[src/rtl/if_pkg.sv]
// Shared types and defaults for the instruction-fetch stage: fetch FSM states
// and the {pc, instr} entry carried from imem to decode.
package if_pkg;

  localparam int              XLEN     = 32;
  localparam logic [XLEN-1:0] RESET_PC = 32'h0000_0000;
  localparam int              ILEN     = 32;

  typedef enum logic [1:0] {
    BOOT,
    REQ,
    WAIT,
    DRAIN
  } fetch_state_t;

  typedef struct packed {
    logic [XLEN-1:0] pc;
    logic [ILEN-1:0] instr;
  } if_entry_t;

endpackage

[src/rtl/if_fifo.sv]
// Synchronous FIFO of fetch entries with push/pop/flush and a registered
// head: an entry pushed on one edge is visible at dout after that edge.
module if_fifo
  import if_pkg::*;
#(
  parameter int  DEPTH   = 2,
  parameter type entry_t = if_entry_t,
  localparam int AW      = $clog2(DEPTH)
) (
  input  logic        clk,
  input  logic        rst_n,
  input  logic        push,
  input  entry_t      din,
  input  logic        pop,
  input  logic        flush,
  output entry_t      dout,
  output logic [AW:0] count,
  output logic        full,
  output logic        empty
);

  entry_t          mem [DEPTH];
  logic [AW-1:0]   wr_ptr;
  logic [AW-1:0]   rd_ptr;
  logic            do_push;
  logic            do_pop;

  assign empty   = (count == '0);
  assign full    = (count == (AW+1)'(DEPTH));
  assign do_pop  = pop & ~empty;
  // A full FIFO still accepts a push when the head leaves in the same cycle.
  assign do_push = push & (~full | do_pop);
  assign dout    = mem[rd_ptr];

  // NOTE: sequential state uses non-blocking assignments so every flop samples pre-edge values.
  always_ff @(posedge clk or negedge rst_n) begin
    if (!rst_n) begin
      wr_ptr <= '0;
      rd_ptr <= '0;
      count  <= '0;
    end else if (flush) begin
      wr_ptr <= '0;
      rd_ptr <= '0;
      count  <= '0;
    end else begin
      if (do_push) wr_ptr <= wr_ptr + 1'b1;
      if (do_pop)  rd_ptr <= rd_ptr + 1'b1;
      count <= count + (AW+1)'(do_push) - (AW+1)'(do_pop);
    end
  end

  // NOTE: storage is deliberately not reset; pointers and count decide what is valid.
  always_ff @(posedge clk) begin
    if (do_push && !flush) mem[wr_ptr] <= din;
  end

endmodule

[src/rtl/if_fetch_unit.sv]
// Instruction-fetch stage: next-PC mux around an external PC register, a
// single-outstanding imem request FSM and a decode-side FIFO.
// Optional perf counters are built when IF_PERF_CNT_EN is defined.
module if_fetch_unit #(
  parameter int              XLEN       = if_pkg::XLEN,
  parameter logic [XLEN-1:0] RESET_PC   = XLEN'(if_pkg::RESET_PC),
  parameter int              FIFO_DEPTH = 2
) (
  input  logic                    clk,
  input  logic                    rst_n,
  input  logic [XLEN-1:0]         pc_i,
  output logic [XLEN-1:0]         pc_next_o,
  input  logic                    redirect_i,
  input  logic [XLEN-1:0]         redirect_pc_i,
  output logic                    imem_req_o,
  output logic [XLEN-1:0]         imem_addr_o,
  input  logic                    imem_gnt_i,
  input  logic                    imem_rvalid_i,
  input  logic [if_pkg::ILEN-1:0] imem_rdata_i,
  output logic                    if_valid_o,
  output logic [if_pkg::ILEN-1:0] if_instr_o,
  output logic [XLEN-1:0]         if_pc_o,
  input  logic                    id_ready_i
`ifdef IF_PERF_CNT_EN
  ,
  output logic [31:0]             perf_fetched_o,
  output logic [31:0]             perf_stall_o
`endif
);

  import if_pkg::*;

  localparam int CW = $clog2(FIFO_DEPTH) + 1;

  typedef struct packed {
    logic [XLEN-1:0] pc;
    logic [ILEN-1:0] instr;
  } entry_t;

  fetch_state_t    state;
  logic            outstanding;
  logic [XLEN-1:0] pc_q;
  logic [CW-1:0]   fifo_count;
  logic            fifo_full;
  logic            fifo_empty;
  logic            space;
  logic            grant;
  logic            push;
  logic            pop;
  entry_t          push_entry;
  entry_t          head;

  // Outstanding response reserves a slot, so a full FIFO never drops data.
  assign space       = ~fifo_full & ((fifo_count + CW'(outstanding)) < CW'(FIFO_DEPTH));
  assign imem_req_o  = (state == REQ) & space & ~redirect_i;
  assign imem_addr_o = pc_i;
  assign grant       = imem_req_o & imem_gnt_i;
  assign push        = (state == WAIT) & imem_rvalid_i & ~redirect_i;
  assign pop         = if_valid_o & id_ready_i;
  assign push_entry  = '{pc: pc_q, instr: imem_rdata_i};

  assign if_valid_o  = ~fifo_empty;
  assign if_pc_o     = head.pc;
  assign if_instr_o  = head.instr;

  // NOTE: default assignment first so no path leaves pc_next_o unassigned (no latch).
  always_comb begin
    pc_next_o = pc_i;
    if (state == BOOT)   pc_next_o = RESET_PC;
    else if (redirect_i) pc_next_o = redirect_pc_i & ~XLEN'(3);
    else if (grant)      pc_next_o = pc_i + XLEN'(4);
  end

  always_ff @(posedge clk or negedge rst_n) begin
    if (!rst_n) begin
      state       <= BOOT;
      outstanding <= 1'b0;
      pc_q        <= RESET_PC;
    end else begin
      case (state)
        BOOT: state <= REQ;
        REQ: begin
          if (grant) begin
            state       <= WAIT;
            outstanding <= 1'b1;
            pc_q        <= pc_i;
          end
        end
        WAIT: begin
          if (imem_rvalid_i) begin
            state       <= REQ;
            outstanding <= 1'b0;
          end else if (redirect_i) begin
            state <= DRAIN;
          end
        end
        DRAIN: begin
          // The stale response is consumed here and never pushed.
          if (imem_rvalid_i) begin
            state       <= REQ;
            outstanding <= 1'b0;
          end
        end
        default: state <= BOOT;
      endcase
    end
  end

  if_fifo #(
    .DEPTH   (FIFO_DEPTH),
    .entry_t (entry_t)
  ) u_fifo (
    .clk   (clk),
    .rst_n (rst_n),
    .push  (push),
    .din   (push_entry),
    .pop   (pop),
    .flush (redirect_i),
    .dout  (head),
    .count (fifo_count),
    .full  (fifo_full),
    .empty (fifo_empty)
  );

`ifdef IF_PERF_CNT_EN
  always_ff @(posedge clk or negedge rst_n) begin
    if (!rst_n) begin
      perf_fetched_o <= '0;
      perf_stall_o   <= '0;
    end else begin
      if (push && perf_fetched_o != '1)
        perf_fetched_o <= perf_fetched_o + 32'd1;
      if (imem_req_o && !imem_gnt_i && perf_stall_o != '1)
        perf_stall_o <= perf_stall_o + 32'd1;
    end
  end
`endif

endmodule

[config.mk]
export PLATFORM = sky130hd
export DESIGN_NAME = if_fetch_unit
export DESIGN_NICKNAME = d
export VERILOG_FILES = /design/src/rtl/if_pkg.sv /design/src/rtl/if_fifo.sv /design/src/rtl/if_fetch_unit.sv
export SDC_FILE = /design/constraint.sdc
export NUM_CORES = 1
export LEC_CHECK = 0
export CELL_PAD_IN_SITES_DETAIL_PLACEMENT = 1
export CELL_PAD_IN_SITES_GLOBAL_PLACEMENT = 1
export CORE_MARGIN = 2
export CORE_UTILIZATION = 34
export CTS_BUF_LIST = sky130_fd_sc_hd__clkbuf_16
export DETAILED_ROUTE_END_ITERATION = 10
export PLACE_DENSITY = 0.81
export SKIP_LAST_GASP = 1
export SLEW_MARGIN = 25
export SYNTH_ARGS = -nofsm -noshare
export SYNTH_HDL_FRONTEND = slang
export SYNTH_SLANG_ARGS = --single-unit
[constraint.sdc]
create_clock -name clk -period 4.25 [get_ports clk]
set_input_delay 0.425 -clock clk [delete_from_list [all_inputs] [get_ports clk]]
set_output_delay 0.425 -clock clk [all_outputs]
set_load 0.03 [all_outputs]
==> metrics.txt, run 1 <==
number of hold violations in the final report 0; YS warnings 0; combined area of all synthesized cells 7744 sq um; cell types occupying the most area after synthesis edfxtp_1 50%, dfrtp_1 13%, mux2_2 9.3%, nand2_1 5.4%, buf_4 3.1%; initial cell density of the core 34.41%; Unique masters post-synth 45; number of antenna violations at the first check in global routing 2; signed area change from the synthesized netlist to the final layout 39.99%; most common library cell in the layout ignoring fill and taps clkdlybuf4s50_1; post-DR wirelength/cell slightly above 20 um; layout cells sized above 1 18.44%; die area 24000 sq um; Placement Rows 55; result of the run finished clean; max cap viols 0; number of enable-type register cells in the synthesized netlist 128; CTS Buffer Depth 2; Setup violations, final 0; syn avg cell area 12.88 sq um; via count of the first global-routing pass 5891; initial detailed-routing violation count 274; Floorplan Core Area ~23000 sq um; Critical Setup Path Class in -> out; count of unresolved DRC violations after routing 0; later-pin clock latency in the skew report roughly 0.42 ns; Max Transition Viols Final 0; Post-Synthesis Cells 601; number of post-CTS setup repair buffers 0; I/O Buffers ~230; Seq/Total Area, Yosys 62.24%; PostCTS Resize Cnt 0; TritonCTS clock tree done; clock sink count 167; Avg Vias per Cell 4.959; final worst hold slack 0.009082 ns; count of boundary I/O pins 232; Arr. time, crit path 3.45 ns; share of flip-flops with an asynchronous set or reset after synthesis 23.35%; estimated wirelength of the detail-placed design 16130 um; clock skew after layout 0.009647 ns; total power density per cell area between 500 and 600 nW/um^2; die width 154.9 um; synthesized net count 710; post-route minimum period ~3.9 ns; clock slew seen by the registers of the worst setup and hold paths ~0.060 ns; maximum level of the CTS H-tree 4; top-area cell type share of the netlist area about half; commonest non-fill, non-tap cells in the layout 216 x clkdlybuf4s50_1, 128 x edfxtp_1, 111 x nand2_1, 64 x mux2_2, 38 x dfrtp_1; via count about 5500; nets@finish 916; largest net degree at the start of global routing 66; final WL 22620 um; Max Fanout on Critical Path 32; hold-fix buffers at CTS 0; Non-Filler Cell Area, Final 10840 sq um; clock root buffer clkbuf_16; antenna-violating nets left 0; total negative slack for setup checks 0 ns; post-detailed-placement cell area 10230 sq um; number of clock buffers inserted by TritonCTS 17; maximum operating frequency 257.7 MHz; Worst Tran Pin Value 0.9635 ns; top_reg_cell synth edfxtp_1; class of the worst hold path in -> async; Critical Path End Type primary output; Static Leakage slightly below 4 nW; leftover overflow at the end of global routing 0; type of element launching the critical path input pin; RD Place Congestion 0.7861; area leader, netlist edfxtp_1; Overall Global Routing Usage 19.10%; unrepaired setup endpoints after global routing no; number of synthesized register bits 167; headroom to the max-slew limit 35.77%; fin crit share 91.29%; die boundary height 154.9 um; router iterations before antenna repair 4; CP required 3.83 ns; worst IR drop on VDD 283.1 uV; global-route wire length before repair 34580 um
-- cell usage after synthesis (6+ instances only) --
master and count:
ha_1 7, clkbuf_1 20, buf_4 32, nand4_1 13, dfrtp_1 39, buf_2 6
xor2_1 11, o21ai_0 11, mux2_2 64, inv_1 9, nand3_1 13, edfxtp_1 128
nor4_2 9, a211oi_1 14, xnor2_1 16, nor2_1 32, nand2_1 111
-- state kept, by name (all words and copies together), names as in the netlist --
name	count
u_fifo.count	2
u_fifo.mem	128
u_fifo.wr_ptr	1
state	2
u_fifo.rd_ptr	1
outstanding	1
pc_q	32
-- layout make-up --
class | instances | area, sq um
clock buffer | 17 | 425.4
inverter | 10 | 37.54
timing repair buffer | 249 | 2497
antenna | 1 | 2.502
sequential | 167 | 4823
fill | 2287 | 11660
multi-input combinational | 362 | 2521
clock inverter | 14 | 176.4
tap | 285 | 356.6
-- cell families after synthesis --
group                    Yosys count  share of synthesized area (%)
AND/OR/NAND/NOR                  211                          13.73
flip-flops                       167                          62.24
buffers and inverters             72                          5.332
multiplexers                      66                          9.565
AO/OA/AOI/OAI                     51                          4.944
XOR/XNOR                          27                          3.054
adder cells (fa/ha/maj)            7                          1.131
-- power by group --
part	switching (mW)	internal [mW]
Clock	0.654	0.930
Sequential	0.256	2.05
Combinational	1.28	1.01
Total	2.19	4.00
-- worst max-delay path, stage by stage --
cell	delay, ns
clkdlybuf4s50_1	0.54
nand4b_2	0.37
a21o_4	0.42
buf_4	0.25
nor4_2	0.28
xnor2_1	0.13
a211oi_1	0.27
clkdlybuf4s50_1	0.74
-- layer usage --
metal / GRT usage (%) / vias up / part of all wire (%) / wire, um
met5: 0 / - / 0 / 0
met4: 5.556 / 0 / 1.8 / 410
met3: 5.515 / 25 / 6.9 / 1561
met2: 33.10 / 194 / 50 / 11320
met1: 23.19 / 2714 / 41 / 9332
li1: - / 2547 / - / -
-- through the flow --
stage	utilization (%)	power (mW)	setup WS [ns]	std cells
after floorplan	-	3.634	1.021	601
final	48.17	6.190	0.3701	1105
after global routing	48.17	6.474	0.2187	1105
after detailed placement	45.48	4.658	0.3521	1073
after global placement	45.48	4.588	0.4761	1073
after CTS	48.15	6.264	0.3473	1104
-- final timing paths --
| kind | startpoint | endpoint | slack (ns) | cells past startpoint |
|---|---|---|---|---|
| min in group clk | pc_q[29] | u_fifo.mem[1][61] | 0.47 | 0 |
| setup reg to reg | state[0] | u_fifo.mem[1][27] | 1.74 | 7 |
| hold reg to reg | pc_q[29] | u_fifo.mem[1][61] | 0.47 | 0 |
| max in group asynchronous | rst_n | u_fifo.rd_ptr | 3.81 | 1 |
| setup / recovery | redirect_i | pc_next_o[12] | 0.37 | 8 |
| hold / removal | rst_n | pc_q[20] | 0.009 | 1 |
Power figures use the tool's default switching activity.
==> run 2, diff against run 1 <==
--- a/config.mk
+++ b/config.mk
@@ -13,7 +13,6 @@
 export DETAILED_ROUTE_END_ITERATION = 10
 export PLACE_DENSITY = 0.81
 export SKIP_LAST_GASP = 1
-export SLEW_MARGIN = 25
 export SYNTH_ARGS = -nofsm -noshare
 export SYNTH_HDL_FRONTEND = slang
 export SYNTH_SLANG_ARGS = --single-unit
==> metrics.txt, run 2 (synthesis results as in run 1) <==
estimated wirelength of the detail-placed design 16130 um (unchanged); total power density per cell area 571.1 nW/um^2 (about the same); fin crit share 91.29% (unchanged); Critical Setup Path Class in -> out; Arr. time, crit path 3.45 ns (about the same); relative contribution of combinational cells to total power 37.1% (about the same); via count of the first global-routing pass 5891 (unchanged); hold-fix buffers at CTS 0 (unchanged); Max Fanout on Critical Path 32 (unchanged); max incr delay on CP 0.74 ns (about the same); number of clock buffers inserted by TritonCTS 17 (unchanged); global-route wire length before repair 34580 um (unchanged); final WL 22620 um (unchanged); signed area change from the synthesized netlist to the final layout 39.96% (about the same); Worst Tran Pin Value 1.016 ns (+0.05235 ns); fraction of met3 tracks used by global routing 5.515% (unchanged); Static Leakage 3.950 nW (about the same); Critical Path End Type primary output; initial detailed-routing violation count 274 (unchanged); I/O Buffers 229 (unchanged); count of boundary I/O pins 232 (unchanged); biggest registers after layout u_fifo.mem: 128 flops, pc_q: 32 flops; post-route minimum period 3.880 ns (unchanged); Total Power Consumption 6.190 mW (about the same); post-DR wirelength/cell 20.47 um (unchanged); maximum operating frequency 257.7 MHz (unchanged); Final Instance Count excl. Fillers 1105 (unchanged); initial cell density of the core 34.41% (unchanged); Max Transition Viols Final 0 (unchanged); layer with the highest usage after global routing met2; clock root buffer clkbuf_16; most common library cell in the layout ignoring fill and taps clkdlybuf4s50_1; clock sink count 167 (unchanged); proportion of power drawn by the clock network 25.6% (about the same); die boundary height 154.9 um (unchanged); result of the run finished clean; buffers and inverters on the worst path 3 (unchanged); later-pin clock latency in the skew report 0.42 ns (about the same); global routing usage on met1 23.19% (unchanged); router iterations before antenna repair 4 (unchanged); number of post-CTS setup repair buffers 0 (unchanged); Avg Vias per Cell 4.959 (unchanged); largest net degree at the start of global routing 66 (unchanged); die width 154.9 um (unchanged); clock slew seen by the registers of the worst setup and hold paths 0.06 ns (about the same); number of hold violations in the final report 0 (unchanged); PostCTS Resize Cnt 0 (unchanged); count of unresolved DRC violations after routing 0 (unchanged); antenna-violating nets left 0 (unchanged); Placement Rows 55 (unchanged); total negative slack for setup checks 0 ns (unchanged); headroom to the max-slew limit 32.28% (-3.5 points); via count 5480 (unchanged); power dissipated by switching net loads 2.195 mW (about the same); WP depth 8 (unchanged); crit-path most repeated cell clkdlybuf4s50_1; Overall Global Routing Usage 19.10% (unchanged); max cap viols 0 (unchanged); Setup violations, final 0 (unchanged); Switching Fraction 35.46% (about the same); global routing usage on met2 33.10% (unchanged); type of element launching the critical path input pin; CTS Buffer Depth 2 (unchanged); maximum level of the CTS H-tree 4 (unchanged); max FFs per register 128 (unchanged); Register-to-Register Path Depth 7 (unchanged); DP Cell Count 1073 (unchanged); Floorplan Core Area 22500 sq um (unchanged); sequential power share 37.3% (about the same); unrepaired setup endpoints after global routing no; die area 24000 sq um (unchanged); leftover overflow at the end of global routing 0 (unchanged); clock skew after layout 0.009647 ns (unchanged); class of the worst hold path in -> async; TritonCTS clock tree done; number of antenna violations at the first check in global routing 2 (unchanged); final core utilization 48.16% (about the same); register bank with the most flops u_fifo.mem; RD Place Congestion 0.7861 (unchanged); worst IR drop on VDD 283.1 uV (about the same); Worst path top cell family by delay buffers and inverters; layout cells sized above 1 18.44% (unchanged); commonest non-fill, non-tap cells in the layout 216 x clkdlybuf4s50_1, 128 x edfxtp_1, 111 x nand2_1, 64 x mux2_2, 38 x dfrtp_1; nets@finish 916 (unchanged); design internal power 3.995 mW (about the same); highest-delay cell along the critical path clkdlybuf4s50_1; CP cell instances clkdlybuf4s50_1 > nand4b_2 > a21o_4 > buf_4 > nor4_2 > xnor2_1 > a211oi_1 > clkdlybuf4s50_1; CP required 3.83 ns (about the same)
## run 2: cell counts in the layout (fill, tap and decap cells not counted)
No cell type changed its count.
## run 2: power by group through the flow
stage / clock (mW) / combinational, mW / sequential [mW]
floorplan: 0 / 1.45 / 2.19
global placement: 0 / 2.26 / 2.33
detailed placement: 0 / 2.31 / 2.35
CTS: 1.62 / 2.32 / 2.32
global route: 1.68 / 2.45 / 2.35
finish: 1.58 / 2.30 / 2.31
## run 2: final cells by class
| cell class | instances | area (sq um) |
|---|---|---|
| Fill cell | 2286 | 11660 |
| Sequential cell | 167 | 4823 |
| Multi-Input combinational cell | 362 | 2521 |
| Timing Repair Buffer | 249 | 2495 |
| Clock buffer | 17 | 425.4 |
| Tap cell | 285 | 356.6 |
| Clock inverter | 14 | 176.4 |
| Inverter | 10 | 37.54 |
| Antenna cell | 1 | 2.502 |
## run 2: path summary, 6_finish.rpt
check,endpoint,slack [ns],from
worst min register to register,u_fifo.mem[1][61],0.47,pc_q[29]
worst min-delay path,pc_q[20],0.19,rst_n
worst max register to register,u_fifo.mem[1][27],1.74,state[0]
max in group asynchronous,u_fifo.rd_ptr,3.33,rst_n
worst max-delay path,pc_next_o[12],0.37,redirect_i
min in group clk,u_fifo.mem[1][61],0.47,pc_q[29]
## run 2: stage by stage
stage,hold slack (ns),setup WS (ns),area (sq um)
2_1_floorplan,0.1294,1.021,7746
3_3_place_gp,0.4489,0.4761,10230
3_5_place_dp,0.4545,0.3521,10230
4_1_cts,0.2109,0.3473,10840
5_1_grt,0.2446,0.2187,10840
6_report,0.1867,0.3701,10840
## run 2: metal layers
layer  vias up  share of wire [%]
li1       2547                  -
met1      2714                 41
met2       194                 50
met3        25                6.9
met4         0                1.8
met5         -                  0
==> run 3, diff against run 2 <==
--- a/config.mk
+++ b/config.mk
@@ -11,6 +11,7 @@
 export CORE_UTILIZATION = 34
 export CTS_BUF_LIST = sky130_fd_sc_hd__clkbuf_16
 export DETAILED_ROUTE_END_ITERATION = 10
+export GPL_TIMING_DRIVEN = 0
 export PLACE_DENSITY = 0.81
 export SKIP_LAST_GASP = 1
 export SYNTH_ARGS = -nofsm -noshare
==> metrics.txt, run 3 (synthesis results as in run 1) <==
Critical Setup Path Class in -> out; register bank with the most flops u_fifo.mem; clock skew after layout 0.01127 ns (+0.001618 ns); Avg Vias per Cell 4.937 (-0.44%); CP required 3.83 ns (about the same); count of boundary I/O pins 232 (unchanged); result of the run finished clean; number of clock buffers inserted by TritonCTS 17 (unchanged); capturing instance or port of the critical path pc_next_o[4]; clock slew seen by the registers of the worst setup and hold paths 0.07 ns (about the same); number of diodes 0 (-1); relative contribution of combinational cells to total power 39.1% (+2.0 points); proportion of power drawn by the clock network 25.2% (-0.4 points); max cap viols 0 (unchanged); Register-to-Register Path Depth 7 (unchanged); worst setup path startpoint redirect_i; Placement Rows 55 (unchanged); later-pin clock latency in the skew report 0.42 ns (about the same); leftover overflow at the end of global routing 0 (unchanged); global-route wire length before repair 35140 um (+1.6%); number of antenna violations at the first check in global routing 2 (unchanged); TritonCTS clock tree done; Non-Filler Cell Area, Final 11070 sq um (+2.1%); post-DR wirelength/cell 20.41 um (-0.30%); layout cells sized above 1 18.84% (+0.41 points); Setup violations, final 0 (unchanged); maximum operating frequency 246.8 MHz (-4.2%); DP Cell Count 1118 (+4.2%); Max Fanout on Critical Path 10 (-69%); Worst Tran Pin Value 0.7989 ns (-0.2170 ns); Overall Global Routing Usage 19.66% (+0.55 points); area used by sequential logic in the layout 4820 sq um (about the same); via count of the first global-routing pass 5940 (+0.83%); die area 24000 sq um (unchanged); antenna-violating nets left 0 (unchanged); clock sink count 167 (unchanged); signed area change from the synthesized netlist to the final layout 42.92%; type of element launching the critical path input pin; area used by multi-input combinational logic 2521 sq um (unchanged); design internal power 3.934 mW (-1.5%); die boundary height 154.9 um (unchanged); Final Instance Count excl. Fillers 1150 (+4.1%); via count 5678 (+3.6%); RD Place Congestion 0.8099 (+3.0%); commonest non-fill, non-tap cells in the layout 227 x clkdlybuf4s50_1, 128 x edfxtp_1, 111 x nand2_1, 64 x mux2_2, 39 x dfrtp_1; max FFs per register 128 (unchanged); die width 154.9 um (unchanged); nets@finish 961 (+4.9%); count of unresolved DRC violations after routing 0 (unchanged); fin crit share 95.33% (+4.0 points); unrepaired setup endpoints after global routing no; Critical Path End Type primary output; initial cell density of the core 34.41% (unchanged); initial detailed-routing violation count 320 (+17%); Static Leakage 4.054 nW (+2.6%); Floorplan Core Area 22500 sq um (unchanged); maximum level of the CTS H-tree 4 (unchanged); total power density per cell area 557.1 nW/um^2 (-2.5%); clock root buffer clkbuf_16; Max Transition Viols Final 0 (unchanged); FF-to-FF End u_fifo.mem[1][3]; number of post-CTS setup repair buffers 0 (unchanged); power dissipated by switching net loads 2.231 mW (+1.7%); class of the worst hold path in -> async; Switching Fraction 36.19% (+0.74 points); number of hold violations in the final report 0 (unchanged); Total Power Consumption 6.165 mW (-0.40%); largest net degree at the start of global routing 35 (-47%); PostCTS Resize Cnt 0 (unchanged); worst IR drop on VDD 297.2 uV (+5.0%); Fillers 2305 (+0.83%); estimated wirelength of the detail-placed design 17280 um (+7.1%); sequential power share 35.6% (-1.7 points); post-route minimum period 4.052 ns (+0.1718 ns); headroom to the max-slew limit 46.74% (+14 points); final WL 23470 um (+3.8%); RR Startpoint state[0]; I/O Buffers 228 (-0.44%); Arr. time, crit path 3.63 ns (+0.18 ns); router iterations before antenna repair 4 (unchanged); post-detailed-placement cell area 10480 sq um (+2.4%); hold-fix buffers at CTS 0 (unchanged); slack of the worst reg-to-reg path 1.76 ns (+0.02 ns); biggest registers after layout u_fifo.mem: 128 flops, pc_q: 32 flops; CTS Buffer Depth 2 (unchanged); most common library cell in the layout ignoring fill and taps clkdlybuf4s50_1
run 3: cell types whose count changed in the layout (fill, tap and decap cells not counted), sizes merged:
cell,change
clkbuf,+20
clkdlybuf4s50,+11
clkinv,+4
diode,-1
clkinvlp,-2
bufinv,-1
buf,+14
run 3: worst min-delay path by stage:
stage | from | to | slack (ns) | cells after the start
after global routing | rst_n | u_fifo.wr_ptr | 0.03 | 1
after global placement | pc_q[3] | u_fifo.mem[1][35] | 0.45 | 0
after floorplan | rst_n | outstanding | 0.13 | 0
final | rst_n | u_fifo.wr_ptr | 0.003 | 1
after detailed placement | pc_q[19] | u_fifo.mem[1][51] | 0.46 | 0
after CTS | rst_n | u_fifo.wr_ptr | 0.007 | 1
run 3: layout make-up:
class                   instances  area share [%]
clock inverters                15           1.504
flip-flops and latches        167           43.55
repair buffers                232           21.37
plain buffers                  62           3.392
inverters                      10          0.3392
clock buffers                  17           3.844
well taps                     285           3.222
multi-input cells             362           22.78
run 3: metrics by stage:
stage	util, %	hold WS [ns]	TNS, ns	setup WS, ns
6_report	49.18	0.003106	0	0.1984
5_1_grt	49.18	0.03132	0	0.1282
4_1_cts	49.18	0.006899	0	0.1990
3_5_place_dp	46.55	0.4575	0	0.2282
3_3_place_gp	46.15	0.4460	-102.39	-0.9634
2_1_floorplan	-	0.1294	0	1.021
run 3: power by group through the flow:
stage,logic (mW),clock network (mW),registers [mW]
CTS,2.44,1.60,2.20
global route,2.57,1.66,2.23
floorplan,1.45,0,2.19
global placement,2.39,0,2.21
detailed placement,2.43,0,2.23
finish,2.41,1.56,2.20
run 3: worst max-delay path, cell delays in order:
cell and delay, ns:
clkdlybuf4s50_1 0.57, buf_1 0.56, clkinv_1 0.43, clkbuf_1 0.44
a211oi_1 0.45, clkdlybuf4s50_1 0.74
run 3: layer usage:
metal  vias up  routed length [um]  share of wire, %  track usage (%)
met1      2811               10070                43            24.79
li1       2640                   -                 -                -
met3        21                1740               7.4            5.292
met5         -                   9             0.038                0
met2       204               11280                48            33.48
met4         2                 376               1.6            5.247
